### config.mk
export PLATFORM = sky130hd
export DESIGN_NAME = aes_mode_ctrl
export DESIGN_NICKNAME = d
export VERILOG_FILES = /design/src/rtl/aes_mode_ctrl.sv
export SDC_FILE = /design/constraint.sdc
export NUM_CORES = 1
export LEC_CHECK = 0
export CAP_MARGIN = 20
export CORE_AREA = 8 8 255 257
export DETAILED_ROUTE_END_ITERATION = 16
export DIE_AREA = 0 0 263 265
export GPL_TIMING_DRIVEN = 0
export RECOVER_POWER = 25
export SETUP_SLACK_MARGIN = 0.1
export SLEW_MARGIN = 20
export SYNTH_ARGS = -nofsm -noshare
export SYNTH_HDL_FRONTEND = slang
export SYNTH_SLANG_ARGS = --single-unit
### constraint.sdc
create_clock -name mclk -period 2.3 [get_ports mclk]
set_input_delay 0.23 -clock mclk [delete_from_list [all_inputs] [get_ports mclk]]
set_output_delay 0.23 -clock mclk [all_outputs]
set_load 0.1 [all_outputs]
### src/rtl/aes_mode_ctrl.sv
// ECB/CBC block sequencer for a 128-bit AES cipher core: accepts plaintext, chains in CBC,
// drives the core load pulse, guards it with a watchdog and returns ciphertext on a handshake.
module aes_mode_ctrl #(
  parameter int unsigned TIMEOUT_CYC = 256,
  parameter int unsigned CNT_W       = 16
) (
  input  logic              mclk,
  input  logic              rst_n,
  input  logic              cfg_mode,
  input  logic [127:0]      cfg_iv,
  input  logic              cfg_iv_ld,
  input  logic              cfg_abort,
  input  logic              blk_in_valid,
  output logic              blk_in_ready,
  input  logic [127:0]      blk_in_data,
  output logic              blk_out_valid,
  input  logic              blk_out_ready,
  output logic [127:0]      blk_out_data,
  output logic              aes_ld,
  output logic [127:0]      aes_text_in,
  input  logic              aes_done,
  input  logic [127:0]      aes_text_out,
  output logic [CNT_W-1:0]  blk_cnt,
  output logic              timeout_err,
  output logic              idle
);

  localparam int unsigned     WD_W    = $clog2(TIMEOUT_CYC + 1);
  // Loaded with one less than the limit so expiry lands TIMEOUT_CYC cycles after aes_ld.
  localparam logic [WD_W-1:0] WD_LOAD = WD_W'(TIMEOUT_CYC - 1);

  typedef enum logic [2:0] {
    ST_IDLE,
    ST_LOAD,
    ST_BUSY,
    ST_OUTP,
    ST_DRAIN
  } state_e;

  state_e             state_q, state_d;
  logic               mode_q, mode_d;
  logic [127:0]       chain_q, chain_d;
  logic [127:0]       text_q, text_d;
  logic [127:0]       out_data_q, out_data_d;
  logic               out_valid_q, out_valid_d;
  logic [CNT_W-1:0]   cnt_q, cnt_d;
  logic [WD_W-1:0]    wdog_q, wdog_d;
  logic               timeout_q, timeout_d;

  logic               in_ready;
  logic               wdog_expire;
  logic [127:0]       chain_sel;

  assign in_ready    = (state_q == ST_IDLE) && !out_valid_q;
  assign wdog_expire = (wdog_q == '0) || (wdog_q == WD_W'(1));
  // An IV load in the same cycle as a handshake must chain the accepted block with the new IV.
  assign chain_sel   = cfg_iv_ld ? cfg_iv : chain_q;

  always_comb begin
    // NOTE: every next-state value and output gets a default before the case, so no path infers a latch.
    state_d     = state_q;
    mode_d      = mode_q;
    chain_d     = chain_q;
    text_d      = text_q;
    out_data_d  = out_data_q;
    out_valid_d = out_valid_q;
    cnt_d       = cnt_q;
    wdog_d      = wdog_q;
    timeout_d   = timeout_q;
    aes_ld      = 1'b0;

    unique case (state_q)
      ST_IDLE: begin
        if (cfg_iv_ld) begin
          chain_d   = cfg_iv;
          cnt_d     = '0;
          timeout_d = 1'b0;
        end
        if (blk_in_valid && in_ready) begin
          mode_d  = cfg_mode;
          text_d  = cfg_mode ? (blk_in_data ^ chain_sel) : blk_in_data;
          state_d = ST_LOAD;
        end
      end

      ST_LOAD: begin
        wdog_d = WD_LOAD;
        if (cfg_abort) begin
          state_d = ST_DRAIN;
        end else begin
          aes_ld  = 1'b1;
          state_d = ST_BUSY;
        end
      end

      ST_BUSY: begin
        wdog_d = wdog_q - WD_W'(1);
        if (cfg_abort) begin
          // A result arriving with the abort is simply discarded; nothing is left to drain.
          state_d = aes_done ? ST_IDLE : ST_DRAIN;
        end else if (aes_done) begin
          out_data_d  = aes_text_out;
          out_valid_d = 1'b1;
          if (mode_q) chain_d = aes_text_out;
          cnt_d       = cnt_q + CNT_W'(1);
          state_d     = ST_OUTP;
        end else if (wdog_expire) begin
          timeout_d = 1'b1;
          state_d   = ST_IDLE;
        end
      end

      ST_OUTP: begin
        if (cfg_abort || blk_out_ready) begin
          out_valid_d = 1'b0;
          state_d     = ST_IDLE;
        end
      end

      ST_DRAIN: begin
        // The block was abandoned on purpose, so expiry here ends the drain without flagging an error.
        wdog_d = wdog_q - WD_W'(1);
        if (aes_done || wdog_expire) state_d = ST_IDLE;
      end

      default: state_d = ST_IDLE;
    endcase
  end

  always_ff @(posedge mclk) begin
    // NOTE: registers use non-blocking assignments so every update sees the pre-edge values.
    if (!rst_n) begin
      // NOTE: the wide data registers are reset as well, so every output is a known zero after reset.
      state_q     <= ST_IDLE;
      mode_q      <= 1'b0;
      chain_q     <= '0;
      text_q      <= '0;
      out_data_q  <= '0;
      out_valid_q <= 1'b0;
      cnt_q       <= '0;
      wdog_q      <= '0;
      timeout_q   <= 1'b0;
    end else begin
      state_q     <= state_d;
      mode_q      <= mode_d;
      chain_q     <= chain_d;
      text_q      <= text_d;
      out_data_q  <= out_data_d;
      out_valid_q <= out_valid_d;
      cnt_q       <= cnt_d;
      wdog_q      <= wdog_d;
      timeout_q   <= timeout_d;
    end
  end

  // Ready is held low while reset is asserted; it rises once the controller is out of reset.
  assign blk_in_ready  = rst_n && in_ready;
  assign blk_out_valid = out_valid_q;
  assign blk_out_data  = out_data_q;
  assign aes_text_in   = text_q;
  assign blk_cnt       = cnt_q;
  assign timeout_err   = timeout_q;
  assign idle          = (state_q == ST_IDLE) && !out_valid_q;

endmodule

Yosys cells after proc, flatten, opt, wreduce, memory -nomap -nowiden
Cells that the tools add are included.
- flip-flop bits (word level): 415
- logic and storage cells: 79
- input port bits: 392
- output and inout bits: 277
- add/sub/neg operators: 2
- muxes and demuxes: 31
- reductions and logical operators: 20
- eq/ne operators: 15
- bitwise gates (word level): 2
- operators with widths (kind ; count):
    $mux 128 ; 5
    $pmux 128 s2 ; 1
    $xor 128x128->128 ; 1
    $mux 16 ; 3
    $pmux 16 s2 ; 1
    $mux 3 ; 8
    $pmux 9 s2 ; 1
    $add 16x1->16 const B ; 1
    $ne 2x2->1 const B ; 8
    $reduce_and 4->1 ; 4
    $pmux 3 s5 ; 1
    $eq 9x1->1 const B ; 1
    $logic_not 9->1 ; 1
    $mux 1 ; 9
    $sub 9x1->9 const B ; 1
    $eq 3x2->1 const B ; 2
    $reduce_bool 2->1 ; 3
    $reduce_and 5->1 ; 1
    $ne 4x4->1 const B ; 1
    $pmux 1 s2 ; 2
    $eq 3x1->1 const B ; 1
    $eq 3x3->1 const B ; 1
    $logic_and 1x1->1 ; 3
    $logic_not 3->1 ; 1
    other kinds (7) ; 9

Logic depth before layout (Yosys ltp)
Gate-level depths: netlist (run 1).
- word-level depth: 6
- gate-level depth with buffers: 8

Worst setup path after synthesis (run 1)
No wires, ideal clock.
- path kind: flip-flop to output port
- from: reg out_valid_q, in the netlist blk_out_valid
- to: out blk_in_ready
- required time: 2070 ps
- stages on the path, launching flop included: 3
- path buffers: 0
- arrival time: 4797 ps
- path slack: -2727 ps
- cell sequence: dfxtp_1 -> nor4_1 -> and2_1
- word-level cells in the longest chain between the ends: 3
- RTL lines (element ; line ; source):
    start, declared ; 45 ; logic out_valid_q, out_valid_d;
    start signal, assigned ; 149 ; out_valid_q <= out_valid_d;
    $logic_not 1->1 ; - ;
    $logic_and 1x1->1 ; - ;
    net idle ; 25 ; output logic idle
    $logic_and 1x1->1 ; 157 ; assign blk_in_ready = rst_n && in_ready;
    end, declared ; 14 ; output logic blk_in_ready,
The timed path passes the listed nets, and every way through them passes these cells.

Final worst setup path (run 1)
- from: reg state_q[2]
- to: reg chain_q[73]
- word-level cells in the longest chain between the ends: 3
- RTL lines (element ; line ; source):
    start, declared ; 40 ; state_e state_q, state_d;
    start signal, assigned ; 144 ; state_q <= state_d;
    $eq 3x2->1 / $logic_not 3->1 (equally long branches) ; 72 ; unique case (state_q)
    $ne 2x2->1 (no source line) / $reduce_bool 2->1 (equally long branches) ; - ;
    $reduce_and 4->1 (no source line) ; - ;
    end signal, assigned ; 146 ; chain_q <= chain_d;
    end, declared ; 42 ; logic [127:0] chain_q, chain_d;
Parallel ways exist; a longest one is shown, timed or not.
A chain may end at the register's enable or synchronous reset.

==> out/results.ini, run 1 <==
[power_and_ir_drop]
powerDensity_mw_per_mm2=744
swShare_pct=32.3
intPower_uw=14100
clockPowerShare_pct=39.8
p_total_uw=20900
power_frac_seq_pct=37.5
switchingPower_uw=6730
ir_drop_mv=0.542
combPwrFrac_pct=22.7
leakage_uw=0.0113

[die]
io_pins=669
die-area_mm2=0.0697
num_rows=91
core-area_mm2=0.0610
die_w_um=263
initial_core_util_pct=31.1
die_height_um=265

[place]
post-place-ws_ns=-1.06
io_buffers=666
routabilityCongestion=0.894
dp_hpwl_mm=73.6

[clock_network]
root_buffer=clkbuf_16
cts_buffers=50
clk_pin_slew_worst_paths_ns=0.06
numClockSinks=415
cts_tree=done
clk_latency_ns=0.60
clock_path_buffers=3
cts_hold_buf=0
cts_max_level=2

[global_route]
antenna_found_initial=28
grt_pass1_vias=20362
grt_overflow=0
grt_max_degree=14
grt_pass1_wl_mm=135
grt_usage_pct=25.3

[routing]
ant_nets=0
drt-initial-drc-count=1277
wire_per_inst_um=23.5
wirelength_mm=93.3
via_per_inst=5.06
drc=0
drt_pre_antenna_iters=6
vias=20047

[timing]
rsz0062_at_grt=true
final.setup.worst_slack_ns=0.126
drv_slew=0
tightest_slew_ns=1.20
relSlewSlack_pct=20.2
final-hold-violation-count=0
post-route-min-period_ns=2.17
fin_skew_ns=0.0304
timing.final.crit_share_pct=94.5
setup_viol=0
max_freq_ghz=0.460

[final_layout]
areaGrowthSynthToFinish_pct=48.0
nets=3519
fillers=6072
drive_gt1_share_pct=9.58
final_util_pct=46.0

[outcome]
status=finished, final reports clean

[logic_synthesis]
ys_seq_area_share_pct=43.8
async_flop_share_pct=0
syn_inst=2400
yosys-top-cells-area=dfxtp_1, a21oi_1, nand2_1
synth_edf_count=0
ys_warn_count=0
yosysUniqueCellTypes=50
yosys_most_used_dff=dfxtp_1
synth_top_area_share_pct=43.8
synth.avg_cell_area_um2=7.90
syn_area_mm2=0.0190
synth_top_area_cell=dfxtp_1
synth_nets=2796
synth-seq-cells=415

[worst_setup_path]
endpoint_kind=register
crit_fanout=10
required_ns=2.82
worstSetupPathType=register to register
critPathLaunchType=register
reg2reg_depth=7
arrival_ns=2.69

[worst_hold_path]
min_path_type=input pin to register
hold_depth=3

[flow_run]
maxCapViolations=0

cells by family after synthesis:
group / share of synthesized area, %
AND/OR/NAND/NOR: 20.3
AO/OA/AOI/OAI: 17.4
flip-flops: 43.8
buffers and inverters: 4.37
XOR/XNOR: 6.42
multiplexers: 7.43
adder cells (fa/ha/maj): 0.264
synthesized netlist by cell type (all sizes together), types with 3 or more instances:
| cell type | instances |
|---|---|
| a21oi | 395 |
| nand4 | 3 |
| nand2b | 7 |
| xnor2 | 45 |
| o31ai | 6 |
| nor3b | 5 |
| a31oi | 3 |
| nor4 | 3 |
| ha | 4 |
| mux2i | 44 |
| nand2 | 520 |
| nor3 | 3 |
| o2111ai | 5 |
| and2 | 4 |
| clkbuf | 141 |
| o21a | 5 |
| o21ai | 145 |
| xor2 | 94 |
| o211ai | 49 |
| or4 | 7 |
| dfxtp | 415 |
| or3 | 88 |
| buf | 55 |
| nand3b | 3 |
| inv | 4 |
| nor2b | 44 |
| nand3 | 6 |
| nor2 | 191 |
| mux2 | 86 |
registers in the layout, summed over array words and instances (netlist names):
name and flops:
aes_text_in 128, blk_out_data 128, chain_q 128, blk_cnt 16
wdog_q 9, state_q 3, blk_out_valid 1, mode_q 1
timeout_err 1
final cells by class:
type / instances / area (um2) / area share [%]
inverters: 5 / 18.8 / 0.0669
repair buffers: 671 / 6100 / 21.7
clock inverters: 19 / 269 / 0.959
multi-input cells: 1784 / 9880 / 35.2
flip-flops and latches: 415 / 8320 / 29.7
well taps: 790 / 988 / 3.52
plain buffers: 196 / 1010 / 3.62
clock buffers: 74 / 1440 / 5.14
diodes: 9 / 22.5 / 0.0803
metrics by stage:
stage | setup TNS, ns | instances | cell area, um2 | hold slack (ns)
floorplan | -31.61 | 2400 | 19100 | 0.366
global placement | -326.49 | 3856 | 26800 | 0.435
detailed placement | -236.58 | 3857 | 26800 | 0.443
CTS | 0 | 3954 | 28300 | 0.0237
global route | 0 | 3959 | 28000 | 0.0562
finish | 0 | 3963 | 28100 | 0.0668
timing repair:
item / 4_1_cts / 5_1_grt
endpoints found under the setup margin: 548 / 130
gates resized for setup: 339 / 39
buffers inserted: 4 / 0
pin swaps: 3 / 0
worst paths after layout:
check                           from                        to  slack, ns
max          state_q[2]$_SDFFE_PN0P_  chain_q[73]$_SDFFE_PN0P_       0.13
min                        cfg_abort   state_q[2]$_SDFFE_PN0P_       0.07
max reg2reg  state_q[2]$_SDFFE_PN0P_  chain_q[73]$_SDFFE_PN0P_       0.13
min reg2reg  chain_q[0]$_SDFFE_PN0P_   chain_q[0]$_SDFFE_PN0P_       0.45
power groups by stage:
stage                     registers [uW]  clock network (uW)  logic (uW)
final                               7830                8310        4740
after global routing                7870                8720        5000
after CTS                           7830                8480        4780
after detailed placement            7980                   0        4900
after global placement              7960                   0        4870
after floorplan                     9520                   0        1480
per-layer routing:
layer	share of wire (%)	GRT usage [%]	vias to the layer above
met5	0.25	0	-
met3	8.7	8.85	151
li1	-	-	9558
met2	49	45.1	755
met1	40	28.4	9547
met4	2.6	7.20	36
cells in the final DEF (no fill, tap or decap), types with 3 or more instances in the layout:
master / Yosys / final
clkbuf_1: 141 / 153
xnor2_1: 45 / 45
clkinv_2: 0 / 8
dfxtp_1: 415 / 407
nand3_1: 6 / 6
or3_1: 88 / 88
clkbuf_4: 0 / 7
o2111ai_1: 5 / 5
nand2_1: 520 / 520
buf_2: 35 / 27
nor3b_1: 3 / 3
dlygate4sd2_1: 0 / 215
buf_1: 12 / 4
o21ai_0: 144 / 128
or4_1: 7 / 7
a21oi_1: 395 / 395
nor2_1: 191 / 187
xor2_1: 94 / 94
o21ai_1: 1 / 16
clkbuf_8: 0 / 19
o31ai_1: 6 / 6
dfxtp_2: 0 / 7
diode_2: 0 / 9
inv_1: 4 / 4
nand2b_1: 7 / 7
nor2_2: 0 / 4
buf_4: 8 / 21
a31oi_1: 3 / 3
nand4_1: 3 / 3
clkdlybuf4s50_1: 0 / 388
clkbuf_2: 0 / 51
mux2i_1: 44 / 44
bufinv_16: 0 / 6
clkbuf_16: 0 / 50
mux2_2: 86 / 86
ha_1: 4 / 4
o21a_1: 5 / 5
nand3b_1: 3 / 3
o211ai_1: 49 / 49
nor2b_1: 44 / 44
worst max-delay path, stage by stage, from the launching register on:
cell,delay [ns]
dfxtp_1,0.36
buf_2,0.22
nor3b_4,0.29
buf_4,0.24
clkbuf_1,0.43
nor2_1,0.10
or3_1,0.33
a21oi_1,0.14
(Power assumes the default switching activity.)
==> inputs of run 2 (changes only) <==
- SKIP_LAST_GASP: default -> 1
- clock period: 2.3 -> 1.95 ns (I/O delays scaled with it)
==> out/results.ini, run 2 (same netlist as run 1, synthesis figures left out) <==
[die]
io_pins=669
num_rows=91
die_w_um=263
die_height_um=265
core-area_mm2=0.0610
die-area_mm2=0.0697
initial_core_util_pct=31.1

[outcome]
violations=negative setup slack
status=complete, but fails checks

[clock_network]
cts_max_level=2
cts_buffers=49
numClockSinks=415
clk_latency_ns=0.60
clk_pin_slew_worst_paths_ns=0.07
clock_path_buffers=3
cts_tree=done
root_buffer=clkbuf_16

[power_and_ir_drop]
p_total_uw=24700
leakage_uw=0.0122
powerDensity_mw_per_mm2=781
ir_drop_mv=0.594

[final_layout]
final_common_cell=nand2_1
drive_gt1_share_pct=27.5
final_area_mm2=0.0317
fillers=5649
areaGrowthSynthToFinish_pct=67.2
fin_cells=4028
layout_common_cells=nand2_1, dfxtp_1, clkdlybuf4s50_1, a21oi_1, clkdlybuf4s15_2
nets=3582

[timing]
max_freq_ghz=0.484
setup_viol=63
post-route-min-period_ns=2.07
fin_skew_ns=0.0186
fin_setup_tns_ns=-2.27
drv_slew=0
tightest_slew_ns=1.06
rsz0062_at_grt=true
relSlewSlack_pct=29.7
final-hold-violation-count=0
final.setup.worst_slack_ns=-0.116
timing.final.crit_share_pct=106

[routing]
wirelength_mm=98.8
ant_nets=0
via_per_inst=5.12
drt-initial-drc-count=1410
vias=20635
drt_pre_antenna_iters=7
wire_per_inst_um=24.5
drc=0

[place]
dpl_cell_area_mm2=0.0269
routabilityCongestion=0.910
dp.cells=3857
dp_hpwl_mm=75.0
post-place-ws_ns=-1.32
io_buffers=666

[global_route]
grt_overflow=0
antenna_found_initial=29
grt_pass1_wl_mm=140
grt_usage_pct=26.4
grt_max_degree=13
grt_pass1_vias=20849

[worst_hold_path]
min_path_type=input pin to register

[worst_setup_path]
crit_fanout=4
endpoint_kind=output port
critPathLaunchType=register
required_ns=1.75
arrival_ns=1.87
worstSetupPathType=register to output port

[flow_run]
maxCapViolations=0

## run 2: cell types whose count changed in the layout (fill, tap and decap cells not counted), sizes merged
cell	previous run	this run
bufinv	6	5
clkbuf	280	188
diode	9	14
buf	55	144
dlygate4sd2	215	0
bufbuf	0	1
clkinvlp	2	0
clkinv	10	20
clkdlybuf4s15	1	270
clkdlybuf4s50	388	389
## run 2: stage by stage
stage               hold slack (ns)  utilization, %
floorplan                     0.331               -
global placement              0.436            44.0
detailed placement            0.442            44.0
CTS                           0.154            50.3
global route                  0.174            51.9
finish                        0.189            51.9
## run 2: layout make-up
type	instances	area (um2)	share of cell area, %
Multi-Input combinational cell	1784	10900	34.5
Sequential cell	415	8360	26.4
Timing Repair Buffer	739	8100	25.6
Buffer	192	1610	5.09
Clock buffer	63	1370	4.32
Tap cell	790	988	3.12
Clock inverter	26	267	0.841
Antenna cell	14	35.0	0.111
Inverter	5	18.8	0.0592
## run 2: per-layer routing
metal | part of all wire [%] | up-vias | routed length, um | track usage (%)
li1 | - | 9693 | - | -
met1 | 39 | 9920 | 39000 | 29.8
met2 | 49 | 817 | 48500 | 46.1
met3 | 7.7 | 175 | 7560 | 8.50
met4 | 3.6 | 30 | 3550 | 10.1
met5 | 0.19 | - | 187 | 0
## run 2: repair_timing
item | CTS | global route
gates resized for setup | 1131 | 322
hold endpoints to repair | 1 | 0
setup endpoints to repair | 687 | 357
pin swaps | 68 | 146
setup buffers | 42 | 13
cloned | 20 | 3
hold buffers | 1 | 0
## run 2: path summary, 6_finish.rpt
check / depth (start not counted) / slack [ns] / end / from
min reg2reg: 2 / 0.45 / chain_q[105]$_SDFFE_PN0P_ / chain_q[105]$_SDFFE_PN0P_
min: 3 / 0.19 / blk_out_data[15]$_SDFFE_PN0P_ / aes_text_out[15]
max reg2reg: 10 / -0.09 / blk_out_data[73]$_SDFFE_PN0P_ / state_q[0]$_SDFFE_PN0P_
max: 5 / -0.12 / blk_in_ready / state_q[2]$_SDFFE_PN0P_
## run 2: report_power, final
part	internal [uW]	leakage, uW	switching (uW)
logic	2060	0.00793	3910
clock network	5600	0.000829	3930
registers	8950	0.00341	282
## run 2: critical path: stages (launching register included)
cell,delay [ns]
dfxtp_4,0.35
buf_4,0.14
nor4_4,0.29
buf_4,0.17
and2_4,0.15
buf_12,0.16
